===== src/rtl/drain_pkg.sv =====
// Shared constants and FSM encoding for the sorted-array drain stage.
// Widths, memory map and state codes used by the drain top and its bench.
package drain_pkg;

  localparam int DATA_W    = 32;
  localparam int ADDR_W    = 8;
  localparam int SIZE_ADDR = 255;
  localparam int MAX_N     = 255;

  typedef logic [2:0] state_t;

  localparam state_t IDLE    = 3'd0;
  localparam state_t RD_N    = 3'd1;
  localparam state_t WAIT_N  = 3'd2;
  localparam state_t RD_EL   = 3'd3;
  localparam state_t WAIT_EL = 3'd4;
  localparam state_t SEND    = 3'd5;
  localparam state_t FIN     = 3'd6;

endpackage


===== src/rtl/sorted_array_drain_if.sv =====
// Memory read port plus valid/ready element stream of the drain stage.
// master: drain side (drives reads and stream); slave: memory/consumer.
interface sorted_array_drain_if #(
  parameter int DW = 32,
  parameter int AW = 8
) ();

  logic          mem_rd_en;
  logic [AW-1:0] mem_addr;
  logic [DW-1:0] mem_rd_data;
  logic          out_valid;
  logic          out_ready;
  logic [DW-1:0] out_data;
  logic          out_last;

  modport master (
    output mem_rd_en, mem_addr,
    input  mem_rd_data,
    output out_valid, out_data, out_last,
    input  out_ready
  );

  modport slave (
    input  mem_rd_en, mem_addr,
    output mem_rd_data,
    input  out_valid, out_data, out_last,
    output out_ready
  );

endinterface


===== src/rtl/sorted_array_drain_order_checker.sv =====
// Sticky non-decreasing order checker over a stream of sampled values.
// Ports: clk, rst, clear, sample_en, value -> violation (includes current).
module order_checker #(
  parameter int W = 32
) (
  input  logic         clk,
  input  logic         rst,
  input  logic         clear,
  input  logic         sample_en,
  input  logic [W-1:0] value,
  output logic         violation
);

  logic [W-1:0] prev_q;
  logic         pv_q;
  logic         viol_q;
  logic         bad;

  // Violation seen combinationally so the last beat counts in the verdict.
  assign bad       = sample_en && pv_q && (value < prev_q);
  assign violation = viol_q | bad;

  always_ff @(posedge clk) begin
    if (rst || clear) begin
      prev_q <= '0;
      pv_q   <= 1'b0;
      viol_q <= 1'b0;
    end else if (sample_en) begin
      prev_q <= value;
      pv_q   <= 1'b1;
      viol_q <= viol_q | bad;
    end
  end

endmodule


===== src/rtl/sorted_array_drain.sv =====
// Drains n (read from SIZE_ADDR) memory words onto a valid/ready stream.
// Ports: clk, rst, start, bus (master), busy, done, sorted_ok, err_len.
module sorted_array_drain
  import drain_pkg::*;
#(
  parameter int DW    = DATA_W,
  parameter int AW    = ADDR_W,
  parameter int SADDR = SIZE_ADDR,
  parameter int MAXN  = MAX_N
) (
  input  logic                 clk,
  input  logic                 rst,
  input  logic                 start,
  sorted_array_drain_if.master bus,
  output logic                 busy,
  output logic                 done,
  output logic                 sorted_ok,
  output logic                 err_len
);

  state_t        state_q, state_d;
  logic [AW-1:0] n_q, n_d;
  logic [AW-1:0] idx_q, idx_d;
  logic [DW-1:0] data_q, data_d;
  logic          last_q, last_d;
  logic          ok_q, ok_d;
  logic          err_q, err_d;
  logic          clear;
  logic          hs;
  logic          viol;

  assign hs            = (state_q == SEND) && bus.out_ready;
  assign bus.out_valid = (state_q == SEND);
  assign bus.out_data  = data_q;
  assign bus.out_last  = last_q;
  assign busy          = (state_q != IDLE);
  assign done          = (state_q == FIN);
  assign sorted_ok     = ok_q;
  assign err_len       = err_q;

  order_checker #(.W(DW)) u_chk (
    .clk       (clk),
    .rst       (rst),
    .clear     (clear),
    .sample_en (hs),
    .value     (data_q),
    .violation (viol)
  );

  always_comb begin
    state_d       = state_q;
    n_d           = n_q;
    idx_d         = idx_q;
    data_d        = data_q;
    last_d        = last_q;
    ok_d          = ok_q;
    err_d         = err_q;
    clear         = 1'b0;
    bus.mem_rd_en = 1'b0;
    bus.mem_addr  = '0;
    unique case (1'b1)
      (state_q == IDLE): begin
        if (start) begin
          state_d = RD_N;
          ok_d    = 1'b0;
          err_d   = 1'b0;
          clear   = 1'b1;
        end
      end
      (state_q == RD_N): begin
        bus.mem_rd_en = 1'b1;
        bus.mem_addr  = AW'(SADDR);
        state_d       = WAIT_N;
      end
      (state_q == WAIT_N): begin
        // Full-width compare; only low bits serve as the count.
        n_d = bus.mem_rd_data[AW-1:0];
        if (bus.mem_rd_data > DW'(MAXN)) begin
          err_d   = 1'b1;
          state_d = FIN;
        end else if (bus.mem_rd_data == '0) begin
          ok_d    = 1'b1;
          state_d = FIN;
        end else begin
          idx_d   = '0;
          state_d = RD_EL;
        end
      end
      (state_q == RD_EL): begin
        bus.mem_rd_en = 1'b1;
        bus.mem_addr  = idx_q;
        state_d       = WAIT_EL;
      end
      (state_q == WAIT_EL): begin
        data_d  = bus.mem_rd_data;
        last_d  = (idx_q == n_q - AW'(1));
        state_d = SEND;
      end
      (state_q == SEND): begin
        if (hs) begin
          if (last_q) begin
            ok_d    = !viol;
            state_d = FIN;
          end else begin
            idx_d   = idx_q + AW'(1);
            state_d = RD_EL;
          end
        end
      end
      (state_q == FIN): begin
        state_d = IDLE;
      end
      default: begin
        state_d = IDLE;
      end
    endcase
  end

  always_ff @(posedge clk) begin
    if (rst) begin
      state_q <= IDLE;
      n_q     <= '0;
      idx_q   <= '0;
      data_q  <= '0;
      last_q  <= 1'b0;
      ok_q    <= 1'b0;
      err_q   <= 1'b0;
    end else begin
      state_q <= state_d;
      n_q     <= n_d;
      idx_q   <= idx_d;
      data_q  <= data_d;
      last_q  <= last_d;
      ok_q    <= ok_d;
      err_q   <= err_d;
    end
  end

endmodule

===== src/flat_wrapper.sv =====
// flat-port wrapper written by rule: the top's interface ports become plain ports
module sorted_array_drain_flat import drain_pkg::*;
#(
  parameter int DW    = DATA_W,
  parameter int AW    = ADDR_W,
  parameter int SADDR = SIZE_ADDR,
  parameter int MAXN  = MAX_N
)
  (clk, rst, start, busy, done, sorted_ok, err_len, bus_mem_rd_en, bus_mem_addr, bus_mem_rd_data, bus_out_valid, bus_out_data, bus_out_last, bus_out_ready);
  sorted_array_drain_if #(.DW(DW), .AW(AW)) bus_i ();
  input  logic clk;
  input  logic rst;
  input  logic start;
  output logic busy;
  output logic done;
  output logic sorted_ok;
  output logic err_len;
  output wire logic [$bits(bus_i.mem_rd_en)-1:0] bus_mem_rd_en;
  output wire logic [$bits(bus_i.mem_addr)-1:0] bus_mem_addr;
  input wire logic [$bits(bus_i.mem_rd_data)-1:0] bus_mem_rd_data;
  output wire logic [$bits(bus_i.out_valid)-1:0] bus_out_valid;
  output wire logic [$bits(bus_i.out_data)-1:0] bus_out_data;
  output wire logic [$bits(bus_i.out_last)-1:0] bus_out_last;
  input wire logic [$bits(bus_i.out_ready)-1:0] bus_out_ready;
  assign bus_mem_rd_en = bus_i.mem_rd_en;
  assign bus_mem_addr = bus_i.mem_addr;
  assign bus_i.mem_rd_data = bus_mem_rd_data;
  assign bus_out_valid = bus_i.out_valid;
  assign bus_out_data = bus_i.out_data;
  assign bus_out_last = bus_i.out_last;
  assign bus_i.out_ready = bus_out_ready;
  sorted_array_drain #(.DW(DW), .AW(AW), .SADDR(SADDR), .MAXN(MAXN)) u_core (.clk(clk), .rst(rst), .start(start), .bus(bus_i), .busy(busy), .done(done), .sorted_ok(sorted_ok), .err_len(err_len));
endmodule

===== config.mk =====
export PLATFORM = sky130hd
export DESIGN_NAME = sorted_array_drain_flat
export DESIGN_NICKNAME = d
export VERILOG_FILES = /design/src/rtl/drain_pkg.sv /design/src/rtl/sorted_array_drain_if.sv /design/src/rtl/sorted_array_drain_order_checker.sv /design/src/rtl/sorted_array_drain.sv /design/src/flat_wrapper.sv
export SDC_FILE = /design/constraint.sdc
export NUM_CORES = 1
export LEC_CHECK = 0
export CAP_MARGIN = 20
export CORE_AREA = 4 4 100 102
export CTS_BUF_LIST = sky130_fd_sc_hd__clkbuf_8 sky130_fd_sc_hd__clkbuf_16
export CTS_CLUSTER_DIAMETER = 200
export DETAILED_ROUTE_END_ITERATION = 16
export DIE_AREA = 0 0 104 106
export GPL_ROUTABILITY_DRIVEN = 0
export PLACE_DENSITY = 0.8
export SYNTH_ARGS = -nofsm -noshare
export SYNTH_HDL_FRONTEND = slang
export SYNTH_SLANG_ARGS = --single-unit

===== constraint.sdc =====
create_clock -name clk -period 5 [get_ports clk]
set_input_delay 0.5 -clock clk [delete_from_list [all_inputs] [get_ports clk]]
set_output_delay 0.5 -clock clk [all_outputs]
set_load 0.01 [all_outputs]

-- After elaboration in Yosys (flattened, before gate mapping)
Cells that the tools add are included.
Widths: inputs -> output; s select.
- register bits: 88
- input port bits: 36
- output and inout bits: 47
- word-level logic and storage cells: 69
- add/sub/neg operators: 2
- order comparisons: 2
- eq/ne operators: 15
- mux-type cells: 23
- bitwise operators: 1
- reduce and logical (&&, ||, !) cells: 16
- operators by type and width (operator ; number):
    $gt 32x8->1 const B ; 1
    $logic_not 32->1 ; 1
    $lt 32x32->1 ; 1
    $mux 8 ; 4
    $pmux 8 s2 ; 2
    $pmux 3 s6 ; 1
    $mux 3 ; 5
    $ne 2x2->1 const B ; 6
    $eq 3x3->1 const B ; 3
    $mux 1 ; 9
    $add 8x1->8 const B ; 1
    $eq 8x8->1 ; 1
    $sub 8x1->8 const B ; 1
    $eq 3x2->1 const B ; 2
    $reduce_and 6->1 ; 1
    $reduce_bool 3->1 ; 2
    $reduce_and 5->1 ; 1
    $ne 2x1->1 const B ; 2
    $reduce_bool 2->1 ; 2
    $eq 3x1->1 const B ; 1
    $logic_and 1x1->1 ; 3
    $logic_not 3->1 ; 1
    $pmux 1 s3 ; 1
    $reduce_and 3->1 ; 1
    6 further kinds ; 6

-- Depth between registers and ports, before layout
- depth in word-level cells: 9
- gate-level depth with buffers: 7
- mapped depth without buffers: 7

-- Hierarchy
Synthesis repeated with hierarchy kept, for this count alone.
- cell total of the unflattened synthesis: 541
- area, all modules: 4470.5 um^2
- by module, submodules not included (module ; instances ; cells each ; area each (um^2)):
    sorted_array_drain ; 1 ; 321 ; 2471.1
    order_checker ; 1 ; 220 ; 1999.4

-- Worst setup path after synthesis
No wires, ideal clock.
- path kind: input to register
- start: in bus_mem_rd_data[22]
- end: reg u_core.idx_q[4]
- library setup time: 114 ps
- arrival: 1691 ps
- required time: 4886 ps
- path slack: 3195 ps
- stages: 5
- cell sequence: nor4_2 nand4_2 nor4_4 o31ai_1 a21o_1
- word-level cells in the longest chain between the ends: 3
- RTL lines (element ; RTL line ; source):
    start: declaration ; flat_wrapper.sv:20 ; input wire logic [$bits(bus_i.mem_rd_data)-1:0] bus_mem_rd_data;
    $gt 32x8->1 or $logic_not 32->1 (tied branches) ; sorted_array_drain.sv:78, sorted_array_drain.sv:81 ;
    $ne 2x2->1 (no source line) ; - ;
    $reduce_and 5->1 (no source line) * ; - ;
    end signal: assignment ; sorted_array_drain.sv:131 ; idx_q <= idx_d;
    end: declaration ; sorted_array_drain.sv:23 ; logic [AW-1:0] idx_q, idx_d;
Every way passes the cells marked *; elsewhere a longest branch is shown, timed or not.
A chain may end at the register's enable or synchronous reset.

-- Worst setup path after layout
- start: reg u_core.state_q[0]
- end: out bus_mem_addr[1]
- word-level cells in the longest chain between the ends: 2
- RTL lines (element ; RTL line ; source):
    start: declaration ; sorted_array_drain.sv:21 ; state_t state_q, state_d;
    start signal: assignment ; sorted_array_drain.sv:129 ; state_q <= state_d;
    $eq 3x2->1 or $eq 3x1->1 (tied branches) ; sorted_array_drain.sv:89, sorted_array_drain.sv:70 ;
    $pmux 8 s2 * ; sorted_array_drain.sv:61 ; unique case (1'b1)
    end: declaration ; flat_wrapper.sv:19 ; output wire logic [$bits(bus_i.mem_addr)-1:0] bus_mem_addr;
Marked as above.

==> results.toml <==
[finish]
final_cell_mix = "165 x nand2_1, 99 x a21oi_1, 88 x dfxtp_1"
multi_input_area_um2 = 2480
area_delta_synth_final_pct = 24.7
final_nets = 731
n_antenna_cell = 0
fin_area_um2 = 5670
ff_latch_area_um2 = 1760
fin_util = 0.622
final_common_cell = "nand2_1"
fillCellCount = 800
drive_above_1_share = 0.0510

[setup_path]
critPathKind = "flip-flop to primary output"
end_kind = "primary output"
cp.required_ns = 4.50
crit_arrival_ns = 2.11
crit_path_max_fanout = 16
start_kind = "flip-flop"

[run]
max_cap_violations = 0

[drt]
drt_first_pass_iters = 6
ant_nets = 0
wire_per_inst_um = 14.9
via_per_inst = 5.61
drt_iter0_markers = 216
routed_wirelength_um = 11600
drc = 0
vias = 4364

[place]
place_area_um2 = 5390
place_ws_ns = 2.19
io_buffers = 82
dpl.hpwl_um = 8280

[synthesis]
synth-edff-count = 0
synth_seq_cells = 88
syn_area_um2 = 4540
async_reset_ff_frac = 0
synthFlopType = "dfxtp_1"
synth_warnings = 0
yosysSeqAreaShare = 0.388
synth_cell_types = 52
syn_nets = 665
syn_avg_cell_area_um2 = 7.62
synth_cells = 596

[global_routing]
grt_usage = 0.212
grt_pass1_wl_um = 19500
grt_pass1_vias = 4177
antenna_found_initial = 0
grt_overflow = 0
grt_start_max_net_pins = 59

[timing]
hold_violations = 0
setup_tns_ns = 0
worst_slack_ns = 2.39
fin_skew_ns = 0.00771
tightest_slew_ns = 1.07
period_needed_ns = 2.61
period_share = 0.521
finalSetupViolations = 0
rsz0062_at_grt = "no"
slew_headroom = 0.286
max_clock_freq_mhz = 384
slew_violations = 0

[power_and_ir_drop]
power_density_nw_per_um2 = 299
peakVddDrop_uv = 143
p_total_w = 0.00169
p_leak_nw = 2.05

[cts]
cts_tree = "built"
clock_sinks = 88
cts_made_buffers = 9
clk_root_buffer_cell = "clkbuf_8"
clk_latency_ns = 0.35
clk_pin_slew_ns = 0.09
cts_hold_buf = 0
h-tree-depth = 3
ctsResizeCount = 0
cts_setup_buffers = 0
cts_buffer_depth = 2

[die]
die_h_um = 106
start_util = 0.499
rows = 35
io_pins = 83
core_area_um2 = 9110
dieArea_um2 = 11000
die_w_um = 104

[status]
status = "completed"

[worst_hold_path]
hold_path.class = "flip-flop to flip-flop"
## logic make-up (layout without fill, tap and decap cells)
group	count (synthesis)	in the layout	share of synthesized area
simple gates	239	239	0.245
fa+ha+maj	33	33	0.0909
compound gates	146	146	0.186
flops	88	88	0.388
buf+inv	78	149	0.0675
xor+xnor	12	12	0.0231
## state kept, by name, indices dropped and copies added (netlist names)
signal               count
u_core.u_chk.pv_q        1
u_core.idx_q             8
u_core.u_chk.prev_q     32
u_core.err_len           1
u_core.bus.out_data     32
u_core.state_q           3
u_core.n_q               8
u_core.bus.out_last      1
u_core.u_chk.viol_q      1
u_core.sorted_ok         1
## path summary, 6_finish.rpt
kind | startpoint | endpoint | slack [ns] | cells after the start
min | u_core.u_chk.prev_q[14] | u_core.u_chk.prev_q[14] | 0.46 | 2
max reg2reg | u_core.state_q[1] | u_core.idx_q[7] | 2.54 | 5
min reg2reg | u_core.u_chk.prev_q[14] | u_core.u_chk.prev_q[14] | 0.46 | 2
max | u_core.state_q[0] | bus_mem_addr[1] | 2.39 | 3
## synthesized netlist by cell type, drive strengths merged (2+ instances only)
cell type,number,area share
and3,2,0.0028
buf,12,0.013
a22oi,2,0.0033
nand2b,3,0.0041
o31ai,3,0.0050
nor3,9,0.0099
nor4,15,0.031
nor2b,2,0.0028
nand3b,4,0.0066
o21ai,13,0.014
nand3,4,0.0044
inv,47,0.039
and2,2,0.0028
nand4,4,0.0069
a211oi,5,0.0083
nand2,165,0.14
a21oi,99,0.11
or4,2,0.0033
a21o,5,0.0083
clkbuf,19,0.016
o21a,3,0.0050
nor2,18,0.015
dfxtp,88,0.39
xor2,6,0.012
or2,3,0.0041
o32a,3,0.0074
and4,2,0.0039
xnor2,6,0.012
ha,33,0.091
o22ai,2,0.0028
## worst max-delay path, stage by stage, from the launching register on
cell and delay, ns:
dfxtp_1 0.68, nand2b_1 0.31, a21oi_1 0.21, clkdlybuf4s50_1 0.56
## power by group
part	internal, W	total [W]	switching [W]
sequential	0.000722	0.000761	0.0000384
clock	0.000344	0.000594	0.000250
combinational	0.000164	0.000337	0.000173
total	0.00123	0.00169	0.000462
## cell type report
class	count	area share
sequential	88	0.311
timing repair buffer	86	0.153
multi-input combinational	430	0.437
clock inverter	6	0.0190
clock buffer	10	0.0243
inverter	47	0.0311
tap	111	0.0245
## per-layer routing
metal,global-route usage,vias to the layer above,part of all wire
li1,-,2150,-
met1,0.281,2044,0.46
met2,0.347,148,0.47
met3,0.0298,22,0.049
met4,0.0874,0,0.022
met5,0,-,0
## stage by stage
step | cells | hold WS [ns]
6_report | 778 | 0.459
3_3_place_gp | 761 | 0.442
4_1_cts | 777 | 0.459
5_1_grt | 778 | 0.476
2_1_floorplan | 596 | 0.432
3_5_place_dp | 761 | 0.447
(Power assumes the default switching activity.)
